File: src/rtl/wbdbgbus_arbiter.sv
// Two-master / one-slave pipelined Wishbone arbiter; master 0 (debug bus) has fixed priority.
// Optional hung-slave watchdog enabled by defining WBARB_TIMEOUT_EN.
//   state | meaning
//   IDLE  | no grant, slave side held at 0
//   G0    | master 0 owns the bus until it drops cyc (or is aborted)
//   G1    | master 1 owns the bus until it drops cyc (or is aborted)
module wbdbgbus_arbiter #(
    parameter int TIMEOUT_CLKS = 2500000
) (
    input  logic        i_clk,
    input  logic        i_rst_n,
    input  logic        i_m0_cyc,
    input  logic        i_m0_stb,
    input  logic        i_m0_we,
    input  logic [31:0] i_m0_addr,
    input  logic [31:0] i_m0_data,
    output logic        o_m0_ack,
    output logic        o_m0_err,
    output logic        o_m0_stall,
    input  logic        i_m1_cyc,
    input  logic        i_m1_stb,
    input  logic        i_m1_we,
    input  logic [31:0] i_m1_addr,
    input  logic [31:0] i_m1_data,
    output logic        o_m1_ack,
    output logic        o_m1_err,
    output logic        o_m1_stall,
    output logic [31:0] o_m_data,
    output logic        o_wb_cyc,
    output logic        o_wb_stb,
    output logic        o_wb_we,
    output logic [31:0] o_wb_addr,
    output logic [31:0] o_wb_data,
    input  logic        i_wb_ack,
    input  logic        i_wb_err,
    input  logic        i_wb_stall,
    input  logic [31:0] i_wb_data,
    output logic [1:0]  o_grant
);

    typedef enum logic [1:0] {
        IDLE = 2'd0,
        G0   = 2'd1,
        G1   = 2'd2
    } state_t;

    state_t state, state_next;
    logic   req0, req1;
    logic   abort0, abort1;
    logic   wb_cyc_sel;

    if (TIMEOUT_CLKS < 2) begin : g_bad_timeout
        $error("TIMEOUT_CLKS must be at least 2");
    end

    assign wb_cyc_sel = ((state == G0) && i_m0_cyc) || ((state == G1) && i_m1_cyc);

`ifdef WBARB_TIMEOUT_EN
    localparam int CNT_W = $clog2(TIMEOUT_CLKS + 1);

    logic [CNT_W-1:0] to_cnt;
    logic             lock0, lock1;
    logic             timeout;

    assign timeout = wb_cyc_sel && (to_cnt == CNT_W'(TIMEOUT_CLKS));
    assign abort0  = timeout && (state == G0);
    assign abort1  = timeout && (state == G1);
    assign req0    = i_m0_cyc && !lock0;
    assign req1    = i_m1_cyc && !lock1;

    // An aborted master stays locked out until it releases cyc.
    always_ff @(posedge i_clk or negedge i_rst_n) begin
        if (!i_rst_n) begin
            to_cnt <= '0;
            lock0  <= 1'b0;
            lock1  <= 1'b0;
        end else begin
            if (!wb_cyc_sel || i_wb_ack || i_wb_err || timeout)
                to_cnt <= '0;
            else
                to_cnt <= to_cnt + 1'b1;
            lock0 <= (lock0 || abort0) && i_m0_cyc;
            lock1 <= (lock1 || abort1) && i_m1_cyc;
        end
    end
`else
    assign abort0 = 1'b0;
    assign abort1 = 1'b0;
    assign req0   = i_m0_cyc;
    assign req1   = i_m1_cyc;
`endif

    always_ff @(posedge i_clk or negedge i_rst_n) begin
        if (!i_rst_n)
            state <= IDLE;
        else
            state <= state_next;
    end

    always_comb begin
        state_next = state;
        case (state)
            IDLE: begin
                if (req0)
                    state_next = G0;
                else if (req1)
                    state_next = G1;
            end
            G0: begin
                if (!i_m0_cyc || abort0)
                    state_next = req1 ? G1 : IDLE;
            end
            G1: begin
                if (!i_m1_cyc || abort1)
                    state_next = req0 ? G0 : IDLE;
            end
            default: state_next = IDLE;
        endcase
    end

    always_comb begin
        o_wb_cyc   = 1'b0;
        o_wb_stb   = 1'b0;
        o_wb_we    = 1'b0;
        o_wb_addr  = '0;
        o_wb_data  = '0;
        o_m0_ack   = 1'b0;
        o_m0_err   = 1'b0;
        o_m0_stall = 1'b1;
        o_m1_ack   = 1'b0;
        o_m1_err   = 1'b0;
        o_m1_stall = 1'b1;
        case (state)
            G0: begin
                o_wb_cyc   = i_m0_cyc && !abort0;
                o_wb_stb   = i_m0_stb && !abort0;
                o_wb_we    = i_m0_we;
                o_wb_addr  = i_m0_addr;
                o_wb_data  = i_m0_data;
                o_m0_ack   = i_m0_cyc && i_wb_ack && !abort0;
                o_m0_err   = i_m0_cyc && (i_wb_err || abort0);
                o_m0_stall = i_wb_stall || abort0;
            end
            G1: begin
                o_wb_cyc   = i_m1_cyc && !abort1;
                o_wb_stb   = i_m1_stb && !abort1;
                o_wb_we    = i_m1_we;
                o_wb_addr  = i_m1_addr;
                o_wb_data  = i_m1_data;
                o_m1_ack   = i_m1_cyc && i_wb_ack && !abort1;
                o_m1_err   = i_m1_cyc && (i_wb_err || abort1);
                o_m1_stall = i_wb_stall || abort1;
            end
            default: ;
        endcase
    end

    assign o_m_data = i_wb_data;
    assign o_grant  = {state == G1, state == G0};

endmodule
File: config.mk
export PLATFORM = sky130hd
export DESIGN_NAME = wbdbgbus_arbiter
export DESIGN_NICKNAME = d
export VERILOG_FILES = /design/src/rtl/wbdbgbus_arbiter.sv
export SDC_FILE = /design/constraint.sdc
export NUM_CORES = 1
export LEC_CHECK = 0
export ABC_AREA = 1
export CAP_MARGIN = 20
export CORE_AREA = 5 5 103 105
export CTS_CLUSTER_DIAMETER = 50
export DETAILED_ROUTE_END_ITERATION = 8
export DIE_AREA = 0 0 108 110
export GPL_ROUTABILITY_DRIVEN = 0
export GPL_TIMING_DRIVEN = 0
export PLACE_DENSITY = 0.78
export SKIP_CTS_REPAIR_TIMING = 1
export SLEW_MARGIN = 10
export SYNTH_ARGS = -nofsm -noshare
export SYNTH_HDL_FRONTEND = slang
export SYNTH_SLANG_ARGS = --single-unit
File: constraint.sdc
create_clock -name i_clk -period 2.3 [get_ports i_clk]
set_input_delay 0.46 -clock i_clk [delete_from_list [all_inputs] [get_ports i_clk]]
set_output_delay 0.46 -clock i_clk [all_outputs]
set_load 0.01 [all_outputs]
# Yosys cells after proc, flatten, opt, wreduce, memory -nomap -nowiden
# Index checks and enable logic that the tools add are counted.
# classes
n_eq_ne	5
n_mux	18
n_reduce_logical	6
# op_table
operator	count
$pmux 32 s2	2
$mux 2	5
$mux 1	7
$pmux 1 s2	3
$pmux 2 s3	1
$logic_and 1x1->1	4
$ne 2x2->1 const B	2
$ne 3x3->1 const B	1
$reduce_and 3->1	1
$eq 2x1->1 const B	1
$eq 2x2->1 const B	1
$logic_not 2->1	1
# word_totals
wordCells	30
inputBits	171
ff_bits	2
output_inout_bits	107

# Depth between registers and ports, before layout
# Gate-level depths: netlist of run 1.
# depth
ltp_word	3
depth_mapped	9

# Worst setup path before layout of run 1
# No wires, ideal clock.
# synth_path
path_type	register -> output
from	register state[1]
to	output o_wb_addr[22]
t_arrival_ns	1.313
path_stages_with_launch	8
slack_ns	0.527
required_time_ns	1.840
cell_sequence	dfrtp_1 > inv_1 > ha_1 > buf_4 > buf_6 > buf_12 > nand2_2 > a21oi_2
# synth_between
elab_chain_cells	2
elab_cells_between_ends	3
# synth_lines
item	line	rtl
start, declared	47	state_t state, state_next;
start signal, assigned	97	state <= state_next;
$eq 2x1->1	-	
named net o_grant[0]	38	output logic [1:0] o_grant
$pmux 32 s2	133	case (state)
end, declared	32	output logic [31:0] o_wb_addr,
# The timed path passes the listed nets, and every way through them passes these cells.

# Final worst setup path of run 1
# layout_path
from	register state[0]
to	output o_wb_data[13]
# layout_between
elab_chain_cells	2
elab_cells_between_ends	3
# layout_lines
item	line	rtl
$eq 2x2->1 or $eq 2x1->1 (tied branches)	133	
$pmux 32 s2 *	133	
end, declared	33	output logic [31:0] o_wb_data,
# Mark *: on every way between the ends. The rest lies on a longest branch, timed or not.

==> metrics.md, run 1 <==
| Metric | Value |
|---|---|
| Setup repair after global routing missed its margin | `yes` |
| Post-detailed-routing wire length | `10100 um` |
| Average footprint of a synthesized cell | `5.44 sq um` |
| Placement-stage worst setup slack | `-0.223 ns` |
| Number of distinct standard cells referenced by the synthesized netlist | `14` |
| Global-route wire length before repair | `14300 um` |
| Number of max-slew violations in the final report | `0` |
| Total chip power | `3.25 mW` |
| CTS tree | `built` |
| DR vias | `2784` |
| Area of the mapped netlist | `1600 sq um` |
| Nature of the critical path startpoint | `register` |
| Die Ht | `110 um` |
| Detailed-route vias per instance | `4.12` |
| Starting density of the core | `16.8%` |
| Highest-delay cell along the critical path | `sky130_fd_sc_hd__clkdlybuf4s50_1` |
| Gr usage total | `14.8%` |
| Skew final | `0.000941 ns` |
| Synthesis-stage register bit count | `2` |
| Number of buffers inserted during clock tree synthesis | `3` |
| Final HPWL DP | `8550 um` |
| Category of the most critical setup path | `register to output pin` |
| Standard cell core area | `9550 sq um` |
| DRC Markers | `0` |
| Antenna violations before repair | `0` |
| Leak Pwr | `2.49 nW` |
| Largest registers ranked by flip-flop count | `state x2` |
| Total setup violations reported at the end of the flow | `16` |
| Slew at the pin with the worst max-slew slack | `0.215 ns` |
| Clock slew at the register clock pins of the worst setup and hold paths | `0.03 ns` |
| Syn. warnings | `0` |
| Portion of the post-synthesis area used by sequential elements | `3.12%` |
| Worst path cell trace | `inv_1, ha_2, buf_8, buf_4, nand2_1, a21oi_1, clkdlybuf4s50_1` |
| Outcome | `finished with violations` |
| Post-route clock period utilization | `110%` |
| Min Clock Period, post-route | `2.54 ns` |
| Net count, final | `721` |
| Maximum clock frequency | `394 MHz` |
| Maximum single-stage delay on the critical path | `0.55 ns` |
| Total number of placement rows | `36` |
| Boundary Pins | `278` |
| Die boundary width | `108 um` |
| Maximum number of buffers from clock root to sink | `2` |
| Highest-count cells in the layout ignoring fill and taps | `sky130_fd_sc_hd__clkdlybuf4s50_1 (191), sky130_fd_sc_hd__nand2_1 (127), sky130_fd_sc_hd__dlymetal6s2s_1 (51)` |
| Net count after synthesis | `471` |
| Leading cell types by total area after synthesis | `sky130_fd_sc_hd__nand2_1 (30%), sky130_fd_sc_hd__buf_4 (19%), sky130_fd_sc_hd__a21oi_1 (15%)` |
| Final worst slack | `-0.237 ns` |
| CP endpoint kind | `output pin` |
| Max Cap Viol | `0` |
| Clk Latency, worst-skew pair | `0.21 ns` |
| Register ranked first by flip-flop count | `state` |
| Post-route non-filler standard cell count | `676` |
| Hold Fails Final Rpt | `0` |
| Share of cells above drive strength 1 | `19.0%` |
| Worst-case vdd ir drop | `498 uV` |
| Iteration count of the initial detailed-routing pass | `4` |
| Total Negative Setup Slacks | `-3.31 ns` |
| Path type of the worst min-delay path | `input pin to asynchronous set/reset pin` |
| Number of instances in the synthesized netlist | `295` |
| Overall die area | `11900 sq um` |
| Power density normalized to cell area | `733 nW/um^2` |
| Clock sinks | `2` |
| Initial DRC Count | `137` |
| Area Growth Syn to Fin | `177%` |
| Largest net degree at the start of global routing | `11` |
| Number of global-route vias before repair | `2875` |
| Quantity of I/O buffers inserted on ports | `245` |
| Worst rel slew slack | `85.7%` |
| Number of cells after detailed placement | `673` |
| Highest fanout seen on the critical path | `10` |
| ANT nets after route | `0` |
| Max reg flops | `2` |
| Data required time of the critical path | `1.84 ns` |
| Total grt overflow | `0` |
| Yosys top cell by area | `sky130_fd_sc_hd__nand2_1` |
| Number of antenna diodes | `0` |
| Top cell type's share of synthesized area | `29.7%` |
| Cell chosen for the clock root | `sky130_fd_sc_hd__clkbuf_8` |
| Failing checks | `negative setup slack` |
| Total number of H-tree levels | `1` |
| Most common library cell in the layout ignoring fill and taps | `sky130_fd_sc_hd__clkdlybuf4s50_1` |
| Detail-routed net length per standard cell | `14.9 um` |
| Crit path arrival time | `2.08 ns` |
==> cell type report <==
class | count | area, sq um
sequential | 2 | 50.0
inverter | 9 | 33.8
buffer | 54 | 459
tap | 133 | 166
clock buffer | 3 | 41.3
fill | 944 | 5110
multi-input combinational | 230 | 1120
timing repair buffer | 245 | 2560
==> path summary, 6_finish.rpt <==
kind | end | cells after the start | from | slack [ns]
max in group asynchronous | state[0] | 1 | i_rst_n | 1.76
worst max-delay path | o_wb_data[13] | 7 | state[0] | -0.24
min in group i_clk | state[0] | 2 | state[0] | 0.55
worst min register to register | state[0] | 2 | state[0] | 0.55
worst min-delay path | state[1] | 1 | i_rst_n | 0.42
worst max register to register | state[0] | 9 | state[1] | 0.90
==> critical path: cells and delay by family (launching register included) <==
kind            cells  cell delay [ns]
buf+inv             4             1.01
flops               1             0.40
fa+ha+maj           1             0.24
compound gates      1             0.13
simple gates        1             0.07
==> power breakdown <==
part / internal, mW / leakage, nW / switching (mW)
clock network: 0.110 / 0.0216 / 0.0254
logic: 1.47 / 2.44 / 1.58
registers: 0.0508 / 0.0255 / 0.0178
==> synthesized netlist by cell type <==
master,count
sky130_fd_sc_hd__buf_4,40
sky130_fd_sc_hd__buf_6,1
sky130_fd_sc_hd__ha_1,5
sky130_fd_sc_hd__nand2_1,127
sky130_fd_sc_hd__dfrtp_1,2
sky130_fd_sc_hd__a21oi_1,47
sky130_fd_sc_hd__nand3_1,1
sky130_fd_sc_hd__a21oi_2,20
sky130_fd_sc_hd__nand2_2,20
sky130_fd_sc_hd__inv_1,9
sky130_fd_sc_hd__buf_12,2
sky130_fd_sc_hd__clkbuf_1,3
sky130_fd_sc_hd__buf_2,8
sky130_fd_sc_hd__nor2_1,10
==> per-stage QoR <==
step                      hold WS (ns)  cell area [sq um]  utilization (%)
after floorplan                  0.164               1600                -
after global placement           0.521               4220             44.2
after detailed placement         0.547               4220             44.2
after CTS                        0.416               4260             44.7
after global routing             0.430               4440             46.5
final                            0.417               4440             46.5
==> per-layer routing <==
layer  track usage (%)  vias up  share of wire (%)
met1              17.0     1244                 36
li1                  -     1393                  -
met5                 0        -                  0
met2              29.0      143                 54
met4              1.08        0               0.48
met3              3.20        4                8.8
==> cells by family (layout without fill, tap and decap cells) <==
logic type	after synthesis	after routing	synth area share, %
AO/OA/AOI/OAI	67	67	25.6
flip-flops	2	2	3.12
buffers and inverters	63	311	27.2
AND/OR/NAND/NOR	158	158	40.2
adder cells (fa/ha/maj)	5	5	3.90
(Power assumes the default switching activity.)
==> run 2: changes to the inputs <==
--- a/config.mk
+++ b/config.mk
@@ -6,12 +6,11 @@
 export NUM_CORES = 1
 export LEC_CHECK = 0
 export ABC_AREA = 1
-export CAP_MARGIN = 20
 export CORE_AREA = 5 5 103 105
 export CTS_CLUSTER_DIAMETER = 50
 export DETAILED_ROUTE_END_ITERATION = 8
 export DIE_AREA = 0 0 108 110
-export GPL_ROUTABILITY_DRIVEN = 0
+export GPL_ROUTABILITY_DRIVEN = 1
 export GPL_TIMING_DRIVEN = 0
 export PLACE_DENSITY = 0.78
 export SKIP_CTS_REPAIR_TIMING = 1
==> results of run 2 <==
No change in the layout: final DEF, timing and power equal those of run 1.
